$ cat config.mk
export PLATFORM = sky130hd
export DESIGN_NAME = serial_subtractor
export DESIGN_NICKNAME = d
export VERILOG_FILES = /design/src/rtl/serial_sub_pkg.sv /design/src/rtl/full_subtractor_cell.sv /design/src/rtl/serial_subtractor.sv
export SDC_FILE = /design/constraint.sdc
export NUM_CORES = 1
export LEC_CHECK = 0
export CAP_MARGIN = 20
export CORE_MARGIN = 3
export CORE_UTILIZATION = 40
export DETAILED_ROUTE_END_ITERATION = 7
export GPL_TIMING_DRIVEN = 0
export HOLD_SLACK_MARGIN = 0.15
export PLACE_DENSITY = 0.65
export SYNTH_ARGS = -nofsm -noshare
export SYNTH_HDL_FRONTEND = slang
export SYNTH_SLANG_ARGS = --single-unit
$ cat constraint.sdc
create_clock -name clk -period 1.2 [get_ports clk]
set_clock_uncertainty 0.05 [all_clocks]
set_input_delay 0.24 -clock clk [delete_from_list [all_inputs] [get_ports clk]]
set_output_delay 0.24 -clock clk [all_outputs]
set_load 0.01 [all_outputs]
$ cat src/rtl/serial_sub_pkg.sv
// Shared types and sizing for the bit-serial subtractor.
package serial_sub_pkg;

   localparam int DEF_WIDTH = 4;
   localparam int DEF_CNT_W = $clog2(DEF_WIDTH + 1);

   typedef enum logic [1:0] {
      IDLE = 2'd0,
      RUN  = 2'd1,
      FIN  = 2'd2
   } state_t;

   // Bit counter width for a given operand width (counts 0..width).
   function automatic int cnt_width(input int width);
      return $clog2(width + 1);
   endfunction

endpackage

$ cat src/rtl/full_subtractor_cell.sv
// Combinational 1-bit full subtractor: d = a - b - bin, with borrow out.
module full_subtractor_cell (
   input  logic i_a,
   input  logic i_b,
   input  logic i_bin,
   output logic o_d,
   output logic o_bout
);

   assign o_d    = i_a ^ i_b ^ i_bin;
   assign o_bout = (~i_a & i_b) | (~(i_a ^ i_b) & i_bin);

endmodule

$ cat src/rtl/serial_subtractor.sv
// Bit-serial unsigned subtractor, LSB first, one full-subtractor cell.
//
//   state | meaning
//   ------+-------------------------------------------------------------
//   IDLE  | waiting for START; DIFF/BOUT hold the last result
//   RUN   | one bit per clock through the cell, WIDTH cycles
//   FIN   | DONE cycle; DIFF/BOUT complete, back to IDLE next edge
module serial_subtractor
   import serial_sub_pkg::*;
#(
   parameter int WIDTH = DEF_WIDTH
) (
   input  logic             clk,
   input  logic             rst,
   input  logic             START,
   input  logic [WIDTH-1:0] A,
   input  logic [WIDTH-1:0] B,
   output logic             BUSY,
   output logic             DONE,
   output logic [WIDTH-1:0] DIFF,
   output logic             BOUT
);

   localparam int             CW       = cnt_width(WIDTH);
   localparam logic [CW-1:0]  LAST_BIT = CW'(WIDTH - 1);

   state_t           r_state;
   state_t           w_state_nxt;
   logic [WIDTH-1:0] r_a_sh;
   logic [WIDTH-1:0] r_b_sh;
   logic [WIDTH-1:0] r_res;
   logic [CW-1:0]    r_cnt;
   logic             r_br;
   logic             r_busy;
   logic             r_done;
   logic             w_d;
   logic             w_br_nxt;
   logic             w_last;

   full_subtractor_cell u_cell (
      .i_a    (r_a_sh[0]),
      .i_b    (r_b_sh[0]),
      .i_bin  (r_br),
      .o_d    (w_d),
      .o_bout (w_br_nxt)
   );

   assign w_last = (r_cnt == LAST_BIT);

   // State register.
   always_ff @(posedge clk) begin
      if (rst) begin
         r_state <= IDLE;
      end else begin
         r_state <= w_state_nxt;
      end
   end

   // Next-state logic; START is only looked at in IDLE.
   always_comb begin
      w_state_nxt = r_state;
      case (r_state)
         IDLE:    if (START) w_state_nxt = RUN;
         RUN:     if (w_last) w_state_nxt = FIN;
         FIN:     w_state_nxt = IDLE;
         default: w_state_nxt = IDLE;
      endcase
   end

   // Datapath and registered status; BUSY/DONE are decoded from the next
   // state so they line up with the state they describe.
   // The result register doubles as DIFF: after WIDTH shifts it holds the
   // full difference and stays put until the next accepted START.
   always_ff @(posedge clk) begin
      if (rst) begin
         r_a_sh <= '0;
         r_b_sh <= '0;
         r_res  <= '0;
         r_cnt  <= '0;
         r_br   <= 1'b0;
         r_busy <= 1'b0;
         r_done <= 1'b0;
      end else begin
         r_busy <= (w_state_nxt != IDLE);
         r_done <= (w_state_nxt == FIN);
         case (r_state)
            IDLE: begin
               if (START) begin
                  r_a_sh <= A;
                  r_b_sh <= B;
                  r_br   <= 1'b0;
                  r_cnt  <= '0;
               end
            end
            RUN: begin
               r_a_sh <= r_a_sh >> 1;
               r_b_sh <= r_b_sh >> 1;
               r_res  <= {w_d, r_res[WIDTH-1:1]};
               r_br   <= w_br_nxt;
               r_cnt  <= r_cnt + 1'b1;
            end
            default: ;
         endcase
      end
   end

   assign BUSY = r_busy;
   assign DONE = r_done;
   assign DIFF = r_res;
   assign BOUT = r_br;

endmodule

==> results.py, run 1 <==
metrics = {
    "cts": {
        "cts_made_buffers": 3,
        "clk_latency_ns": 0.29,
        "cts_tree": "done",
        "numClockSinks": 20,
        "hold_buffers": 0,
        "cts_buffer_depth": 2,
        "clkSlewWorstSetupHoldPaths_ns": 0.10,
        "htree_levels": 1,
        "cts-root-buf": "clkbuf_4",
    },
    "timing": {
        "final.period_utilization": 0.996,
        "max-slew-margin-rel": 0.698,
        "period_minus_slack_ns": 1.20,
        "hold_viol_final": 0,
        "worst_slack_ns": 0.00460,
        "rsz0062_at_grt": "yes",
        "final-setup-viol-count": 0,
        "worstMarginPinSlew_ns": 0.452,
        "drv_slew": 0,
        "clock.fmax_ghz": 0.837,
        "setup_tns_ns": 0,
    },
    "cells_and_area": {
        "drive_gt1_frac": 0.364,
        "area_growth_pct": 29.7,
        "nets": 123,
        "fin_area_mm2": 0.00112,
        "n_antenna_cell": 0,
        "finalNonFillerCells": 134,
        "postLayoutCoreUtil": 0.558,
    },
    "global_route": {
        "grt_overflow": 0,
        "grt_max_degree": 11,
        "grt_pass1_wl_um": 2670,
        "antenna_found_initial": 0,
        "track_usage": 0.131,
        "grt_pass1_vias": 632,
    },
    "drt": {
        "drt-total-wl_um": 1540,
        "ant_nets": 0,
        "drtPass1Iterations": 4,
        "drc": 0,
        "drt_iter0_drc": 3,
        "wl_per_cell_um": 11.5,
        "vias_per_cell": 4.92,
        "via_count": 659,
    },
    "worst_setup_path": {
        "start_kind": "flop",
        "r2r-end": "DIFF[3]$_SDFFE_PP0P_",
        "worst_setup_path_end_kind": "flop",
        "cp-startpoint": "BOUT$_SDFFE_PP0P_",
        "timing.rr.start": "BOUT$_SDFFE_PP0P_",
        "r2r_slack_ns": 0.005,
        "critPathCapture": "DIFF[3]$_SDFFE_PP0P_",
        "crit_type": "reg2reg",
        "critPathArrivalTime_ns": 1.38,
        "r2r_cells": 4,
        "worstPathRequired_ns": 1.38,
        "cp_max_fo": 3,
    },
    "place": {
        "place_congestion": 0.703,
        "dp_hpwl_um": 1090,
        "place_ws_ns": -0.282,
        "dpl.cell_count": 127,
        "portBuffers": 16,
        "postPlaceCellArea_mm2": 0.00106,
    },
    "logic_synthesis": {
        "synth_edf_count": 0,
        "yosys-top-cells-count": "20 x dfxtp_1, 9 x nand2_1, 9 x nor2_1, 6 x a211oi_2, 6 x mux2i_1",
        "yosysMostFrequentCell": "dfxtp_1",
        "synth-seq-cells": 20,
        "ys_async_sr_fraction": 0,
        "synth_area_per_cell_um2": 10.2,
        "synth_top_area_frac": 0.465,
        "synthTopCellsByArea": "dfxtp_1 47%, a211oi_2 8.7%, mux2i_1 7.0%",
        "synth_ff_type": "dfxtp_1",
        "syn_inst": 84,
        "ys_types": 24,
        "syn_nets": 98,
        "yosys.area.top_type": "dfxtp_1",
        "synthesis.area_um2": 861,
        "ys_warn_count": 0,
        "synth_seq_area_share": 0.465,
    },
    "floorplan": {
        "die_h_um": 52.4,
        "core_mm2": 0.00200,
        "row_count": 16,
        "initial_core_util": 0.430,
        "dieArea_mm2": 0.00274,
        "die_w_um": 52.4,
        "ioPinCount": 18,
    },
    "run_status": {
        "outcome": "finished clean",
    },
    "power_and_ir_drop": {
        "leakage_nw": 0.446,
        "powerDensity_mw_per_mm2": 1120,
        "ir_worst_vdd_mv": 0.807,
    },
    "worst_hold_path": {
        "hold_class": "in2reg",
    },
    "job": {
        "max-cap-violations": 0,
    },
}
[sequential cells by signal (all words and copies together), names as in the netlist]
signal   cells
BOUT         1
r_a_sh       4
r_b_sh       4
DIFF         4
r_state      2
r_cnt        3
BUSY         1
DONE         1
[worst min path at each step]
stage	from	end	depth (start not counted)
2_1_floorplan	A[3]	r_a_sh[3]$_SDFFE_PP0P_	2
3_3_place_gp	DIFF[0]$_SDFFE_PP0P_	DIFF[0]$_SDFFE_PP0P_	2
3_5_place_dp	DIFF[0]$_SDFFE_PP0P_	DIFF[0]$_SDFFE_PP0P_	2
4_1_cts	rst	r_cnt[0]$_SDFFE_PP0P_	2
5_1_grt	rst	r_b_sh[2]$_SDFFE_PP0P_	2
6_report	rst	r_cnt[0]$_SDFFE_PP0P_	2
[per-stage QoR]
stage	hold WS, ns	power (mW)
2_1_floorplan	0.338	0.871
3_3_place_gp	0.395	0.939
3_5_place_dp	0.400	0.943
4_1_cts	0.219	1.25
5_1_grt	0.219	1.32
6_report	0.216	1.25
[cells by family (layout without fill, tap and decap cells)]
family	count (synthesis)	in the layout	synth area share
AND/OR/NAND/NOR	29	29	0.160
flip-flops	20	20	0.465
AO/OA/AOI/OAI	18	18	0.198
buffers and inverters	8	31	0.0552
multiplexers	6	6	0.0698
adder cells (fa/ha/maj)	3	3	0.0523
[repair_timing]
| action | in CTS | in global routing |
|---|---|---|
| endpoints found under the setup margin | 9 | 21 |
| pin swaps | 2 | 4 |
| setup buffers | 1 | 3 |
| resized for setup | 14 | 17 |
| gates cloned | 0 | 0 |
[layout make-up]
type	instances	area, um2
clock buffers	3	22.5
repair buffers	20	173
flip-flops and latches	20	408
inverters	3	11.3
fillers	187	886
multi-input cells	56	429
well taps	27	33.8
plain buffers	5	38.8
[power breakdown]
| part | internal, mW | total [mW] | switching, mW |
|---|---|---|---|
| clock network | 0.117 | 0.309 | 0.193 |
| registers | 0.701 | 0.723 | 0.0218 |
| logic | 0.120 | 0.220 | 0.100 |
| total | 0.938 | 1.25 | 0.315 |
[layer usage]
metal  up-vias  track usage  share of wire
li1        335            -              -
met2        11        0.221           0.50
met3         2       0.0513          0.042
met5         -            0              0
met1       311        0.156           0.45
met4         0       0.0255         0.0085
[cell usage in the layout, fill, tap and decap left out, types with 4 or more instances in the layout]
| cell | instances |
|---|---|
| a211oi_2 | 6 |
| buf_4 | 4 |
| clkbuf_2 | 4 |
| clkbuf_4 | 4 |
| clkdlybuf4s50_1 | 8 |
| dfxtp_1 | 14 |
| dfxtp_2 | 6 |
| mux2i_1 | 6 |
| nand2_1 | 9 |
| nor2_1 | 9 |
| nor2_2 | 4 |
[critical path, cell delays in order (launching register included)]
cell and delay (ns):
dfxtp_2 0.36, inv_2 0.04, fa_1 0.53, nand2_1 0.06, a21oi_2 0.10
Note: power is estimated with default switching activity, not from simulation.
==> run 2: changes to the inputs <==
--- a/config.mk
+++ b/config.mk
@@ -12,6 +12,7 @@
 export GPL_TIMING_DRIVEN = 0
 export HOLD_SLACK_MARGIN = 0.15
 export PLACE_DENSITY = 0.65
+export SETUP_SLACK_MARGIN = 0.1
 export SYNTH_ARGS = -nofsm -noshare
 export SYNTH_HDL_FRONTEND = slang
 export SYNTH_SLANG_ARGS = --single-unit
==> results.py, run 2 (synthesis gave the netlist of run 1 again) <==
metrics = {
    "drt": {
        "drt_iter0_drc": 10,
        "ant_nets": 0,
        "via_count": 676,
        "drc": 0,
        "drtPass1Iterations": 4,
        "vias_per_cell": 4.86,
        "drt-total-wl_um": 1680,
        "wl_per_cell_um": 12.1,
    },
    "worst_setup_path": {
        "crit_slowest_cell": "fa_1",
        "start_kind": "flop",
        "path_depth": 4,
        "cp_max_fo": 3,
        "crit_type": "reg2reg",
        "cp_top_family": "adder cells",
        "slowest_delay_ns": 0.50,
        "cp-startpoint": "BOUT$_SDFFE_PP0P_",
        "timing.rr.start": "BOUT$_SDFFE_PP0P_",
        "worstPathRequired_ns": 1.39,
        "crit_chain": "inv_2, fa_1, nand2_1, a21oi_1",
        "worst_setup_path_end_kind": "flop",
        "r2r_slack_ns": 0.02,
        "critPathBufInv": 1,
        "r2r_cells": 4,
        "critPathArrivalTime_ns": 1.36,
    },
    "place": {
        "portBuffers": 16,
        "dp_hpwl_um": 1140,
        "place_ws_ns": -0.284,
        "place_congestion": 0.696,
    },
    "timing": {
        "whs_ns": 0.211,
        "worstMarginPinSlew_ns": 0.418,
        "worst_slack_ns": 0.0223,
        "hold_viol_final": 0,
        "clock.fmax_ghz": 0.849,
        "drv_slew": 0,
        "period_minus_slack_ns": 1.18,
        "setup_tns_ns": 0,
        "rsz0062_at_grt": "yes",
        "final-setup-viol-count": 0,
        "final.period_utilization": 0.981,
        "max-slew-margin-rel": 0.722,
    },
    "cts": {
        "cts_tree": "done",
        "clk_latency_ns": 0.30,
        "hold_buffers": 0,
        "cts_made_buffers": 3,
        "htree_levels": 1,
        "numClockSinks": 20,
        "clkSlewWorstSetupHoldPaths_ns": 0.11,
        "cts-root-buf": "clkbuf_4",
        "cts_buffer_depth": 2,
    },
    "power_and_ir_drop": {
        "combinationalPowerShare": 0.192,
        "powerDensity_mw_per_mm2": 1110,
        "seqPwrFrac": 0.524,
        "p_int_mw": 1.04,
        "ir_worst_vdd_mv": 0.720,
        "power_switching_uw": 354,
        "clkPwrFrac": 0.284,
        "swShare": 0.255,
        "leakage_nw": 0.491,
    },
    "floorplan": {
        "ioPinCount": 18,
        "initial_core_util": 0.430,
        "die_w_um": 52.4,
        "dieArea_mm2": 0.00274,
        "row_count": 16,
        "core_mm2": 0.00200,
        "die_h_um": 52.4,
    },
    "worst_hold_path": {
        "whs_path_depth": 2,
        "hold_class": "in2reg",
        "hp-start": "rst",
    },
    "global_route": {
        "grt_overflow": 0,
        "track_usage": 0.149,
        "grt_pass1_vias": 714,
        "grtUsageMet2": 0.267,
        "use_met1": 0.170,
        "antenna_found_initial": 0,
        "grt_busiest_layer": "met2",
        "grt_pass1_wl_um": 3050,
        "grt_max_degree": 12,
        "use_met3": 0.0171,
    },
    "cells_and_area": {
        "final_common_cell": "dfxtp_1",
        "n_antenna_cell": 0,
        "nets": 127,
        "layout_common_cells": "10 x dfxtp_1, 9 x dfxtp_2, 9 x nand2_1, 9 x nor2_1, 8 x clkdlybuf4s50_1",
        "drive_gt1_frac": 0.509,
        "fill_cells": 171,
        "area_growth_pct": 45.2,
    },
    "job": {
        "max-cap-violations": 0,
    },
    "run_status": {
        "outcome": "finished clean",
    },
}
[run 2: layout make-up]
class                   instances  area [um2]  share of cell area
plain buffers                   5        46.3              0.0370
clock buffers                   4        36.3              0.0290
inverters                       3        11.3             0.00901
multi-input cells              56         493               0.394
flip-flops and latches         20         415               0.332
well taps                      27        33.8              0.0270
repair buffers                 24         214               0.171
[run 2: metrics by stage]
stage | power, mW | instances | instance area, um2 | util
after global placement | 0.940 | 127 | 1060 | 0.529
final | 1.39 | 139 | 1250 | 0.624
after floorplan | 0.872 | 84 | 866 | -
after CTS | 1.39 | 139 | 1210 | 0.603
after detailed placement | 0.945 | 127 | 1060 | 0.529
after global routing | 1.45 | 139 | 1250 | 0.624
[run 2: power by group through the flow]
| stage | combinational, mW | clock, mW | sequential [mW] |
|---|---|---|---|
| 3_5_place_dp | 0.206 | 0 | 0.739 |
| 2_1_floorplan | 0.134 | 0 | 0.738 |
| 6_report | 0.267 | 0.396 | 0.728 |
| 3_3_place_gp | 0.203 | 0 | 0.737 |
| 4_1_cts | 0.249 | 0.412 | 0.725 |
| 5_1_grt | 0.292 | 0.430 | 0.733 |
[run 2: metal layers]
| metal | vias up | share of wire |
|---|---|---|
| li1 | 342 | - |
| met1 | 319 | 0.43 |
| met2 | 13 | 0.52 |
| met3 | 2 | 0.034 |
| met4 | 0 | 0.018 |
| met5 | - | 0 |
[run 2: path summary, 6_finish.rpt]
check / end
setup / recovery: DIFF[3]$_SDFFE_PP0P_
setup reg to reg: DIFF[3]$_SDFFE_PP0P_
hold reg to reg: DIFF[0]$_SDFFE_PP0P_
hold / removal: r_cnt[0]$_SDFFE_PP0P_
[run 2: worst reg2reg max path: stages, from the launching register on]
cell	delay (ns)
dfxtp_2	0.37
inv_2	0.04
fa_1	0.50
nand2_1	0.05
a21oi_1	0.11
[run 2: timing repair]
action	CTS	global route
buffers inserted	7	0
pin swaps	3	7
endpoints found under the setup margin	22	20
cloned	1	0
resized for setup	46	12
==> run 3: changes to the inputs <==
==> constraint.sdc (replaced) <==
create_clock -name clk -period 1.4 [get_ports clk]
set_clock_uncertainty 0.05 [all_clocks]
set_input_delay 0.28 -clock clk [delete_from_list [all_inputs] [get_ports clk]]
set_output_delay 0.28 -clock clk [all_outputs]
set_load 0.01 [all_outputs]
==> results.py, run 3 (synthesis gave the netlist of run 1 again) <==
metrics = {
    "run_status": {
        "outcome": "finished clean",
    },
    "floorplan": {
        "dieArea_mm2": 0.00274,
        "row_count": 16,
        "die_w_um": 52.4,
        "ioPinCount": 18,
        "die_h_um": 52.4,
        "core_mm2": 0.00200,
        "initial_core_util": 0.430,
    },
    "timing": {
        "final.period_utilization": 0.891,
        "final-setup-viol-count": 0,
        "worst_slack_ns": 0.152,
        "max-slew-margin-rel": 0.689,
        "period_minus_slack_ns": 1.25,
        "clock.fmax_ghz": 0.801,
        "whs_ns": 0.246,
        "drv_slew": 0,
        "rsz0062_at_grt": "yes",
        "worstMarginPinSlew_ns": 0.467,
        "setup_tns_ns": 0,
        "hold_viol_final": 0,
    },
    "global_route": {
        "grt_max_degree": 13,
        "grt_overflow": 0,
        "grt_pass1_vias": 643,
        "antenna_found_initial": 0,
        "track_usage": 0.142,
        "grt_pass1_wl_um": 2790,
    },
    "worst_setup_path": {
        "cp_max_fo": 3,
        "critPathBufInv": 1,
        "crit_type": "reg2out",
        "r2r_cells": 4,
        "timing.rr.start": "BOUT$_SDFFE_PP0P_",
        "r2r_slack_ns": 0.19,
        "start_kind": "flop",
        "worst_setup_path_end_kind": "output pin",
        "crit_slowest_cell": "dfxtp_2",
        "crit_chain": "dlygate4sd2_1",
        "worstPathRequired_ns": 1.07,
        "critPathArrivalTime_ns": 0.92,
        "r2r-end": "DIFF[3]$_SDFFE_PP0P_",
        "cp_top_family": "flip-flops",
        "slowest_delay_ns": 0.34,
    },
    "power_and_ir_drop": {
        "power_mw": 1.26,
        "ir_worst_vdd_mv": 0.529,
        "leakage_nw": 0.444,
        "powerDensity_mw_per_mm2": 1140,
    },
    "cts": {
        "numClockSinks": 20,
        "cts_setup_buffers": 0,
        "cts-root-buf": "clkbuf_4",
        "clkSlewWorstSetupHoldPaths_ns": 0.11,
        "cts_buffer_depth": 2,
        "cts_made_buffers": 3,
        "cts_tree": "done",
        "htree_levels": 1,
        "clk_latency_ns": 0.30,
    },
    "worst_hold_path": {
        "whs_path_depth": 2,
        "holdPathEnd": "r_a_sh[2]$_SDFFE_PP0P_",
        "hp-start": "rst",
        "hold_class": "in2reg",
    },
    "drt": {
        "wl_per_cell_um": 11.8,
        "drt-total-wl_um": 1550,
        "drtPass1Iterations": 4,
        "ant_nets": 0,
        "vias_per_cell": 4.97,
        "drt_iter0_drc": 11,
        "via_count": 651,
        "drc": 0,
    },
    "place": {
        "portBuffers": 16,
        "dp_hpwl_um": 1150,
        "place_ws_ns": -0.124,
        "place_congestion": 0.671,
    },
    "cells_and_area": {
        "final_common_cell": "dfxtp_1",
        "layout_common_cells": "17 x dfxtp_1, 9 x nand2_1, 9 x nor2_1, 9 x clkdlybuf4s50_1",
        "nets": 119,
        "drive_gt1_frac": 0.221,
        "n_antenna_cell": 0,
        "area_growth_pct": 28.3,
        "postLayoutCoreUtil": 0.552,
    },
    "job": {
        "max-cap-violations": 0,
    },
}
==> run 3: how the worst max path moves through the flow <==
stage / endpoint / slack, ns / cells after the start / start
floorplan: DIFF[3]$_SDFFE_PP0P_ / 0.17 / 4 / BOUT$_SDFFE_PP0P_
global placement: r_b_sh[0]$_SDFFE_PP0P_ / -0.1 / 4 / START
detailed placement: r_b_sh[0]$_SDFFE_PP0P_ / -0.12 / 4 / START
CTS: BOUT / 0.11 / 1 / BOUT$_SDFFE_PP0P_
global route: DIFF[3]$_SDFFE_PP0P_ / 0.08 / 4 / BOUT$_SDFFE_PP0P_
finish: DIFF[3] / 0.15 / 1 / DIFF[3]$_SDFFE_PP0P_
==> run 3: timing repair <==
item | 4_1_cts | 5_1_grt
hold buffers | 0 | 0
setup endpoints to repair | 7 | 6
resized for setup | 7 | 5
==> run 3: stage by stage <==
| step | cells | area [um2] |
|---|---|---|
| final | 131 | 1100 |
| after global placement | 127 | 1050 |
| after floorplan | 84 | 861 |
| after detailed placement | 127 | 1050 |
| after CTS | 131 | 1100 |
| after global routing | 131 | 1100 |
==> run 3: power by group <==
part,internal (mW),leakage [nW],switching (mW),total (mW)
Clock,0.289,0.0279,0.181,0.471
Combinational,0.0898,0.251,0.0824,0.172
Sequential,0.601,0.165,0.0184,0.619
Total,0.980,0.444,0.282,1.26
==> run 3: per-layer routing <==
layer | up-vias | part of all wire | track usage
met4 | 0 | 0.023 | 0.0894
li1 | 328 | - | -
met1 | 306 | 0.45 | 0.175
met3 | 4 | 0.035 | 0.0256
met5 | - | 0 | 0
met2 | 13 | 0.49 | 0.225
==> run 3: cell type report <==
class,instances,area (um2)
Buffer,5,36.3
Clock buffer,3,22.5
Clock inverter,1,30.0
Fill cell,189,897
Inverter,3,11.3
Multi-Input combinational cell,56,413
Sequential cell,20,404
Tap cell,27,33.8
Timing Repair Buffer,16,154
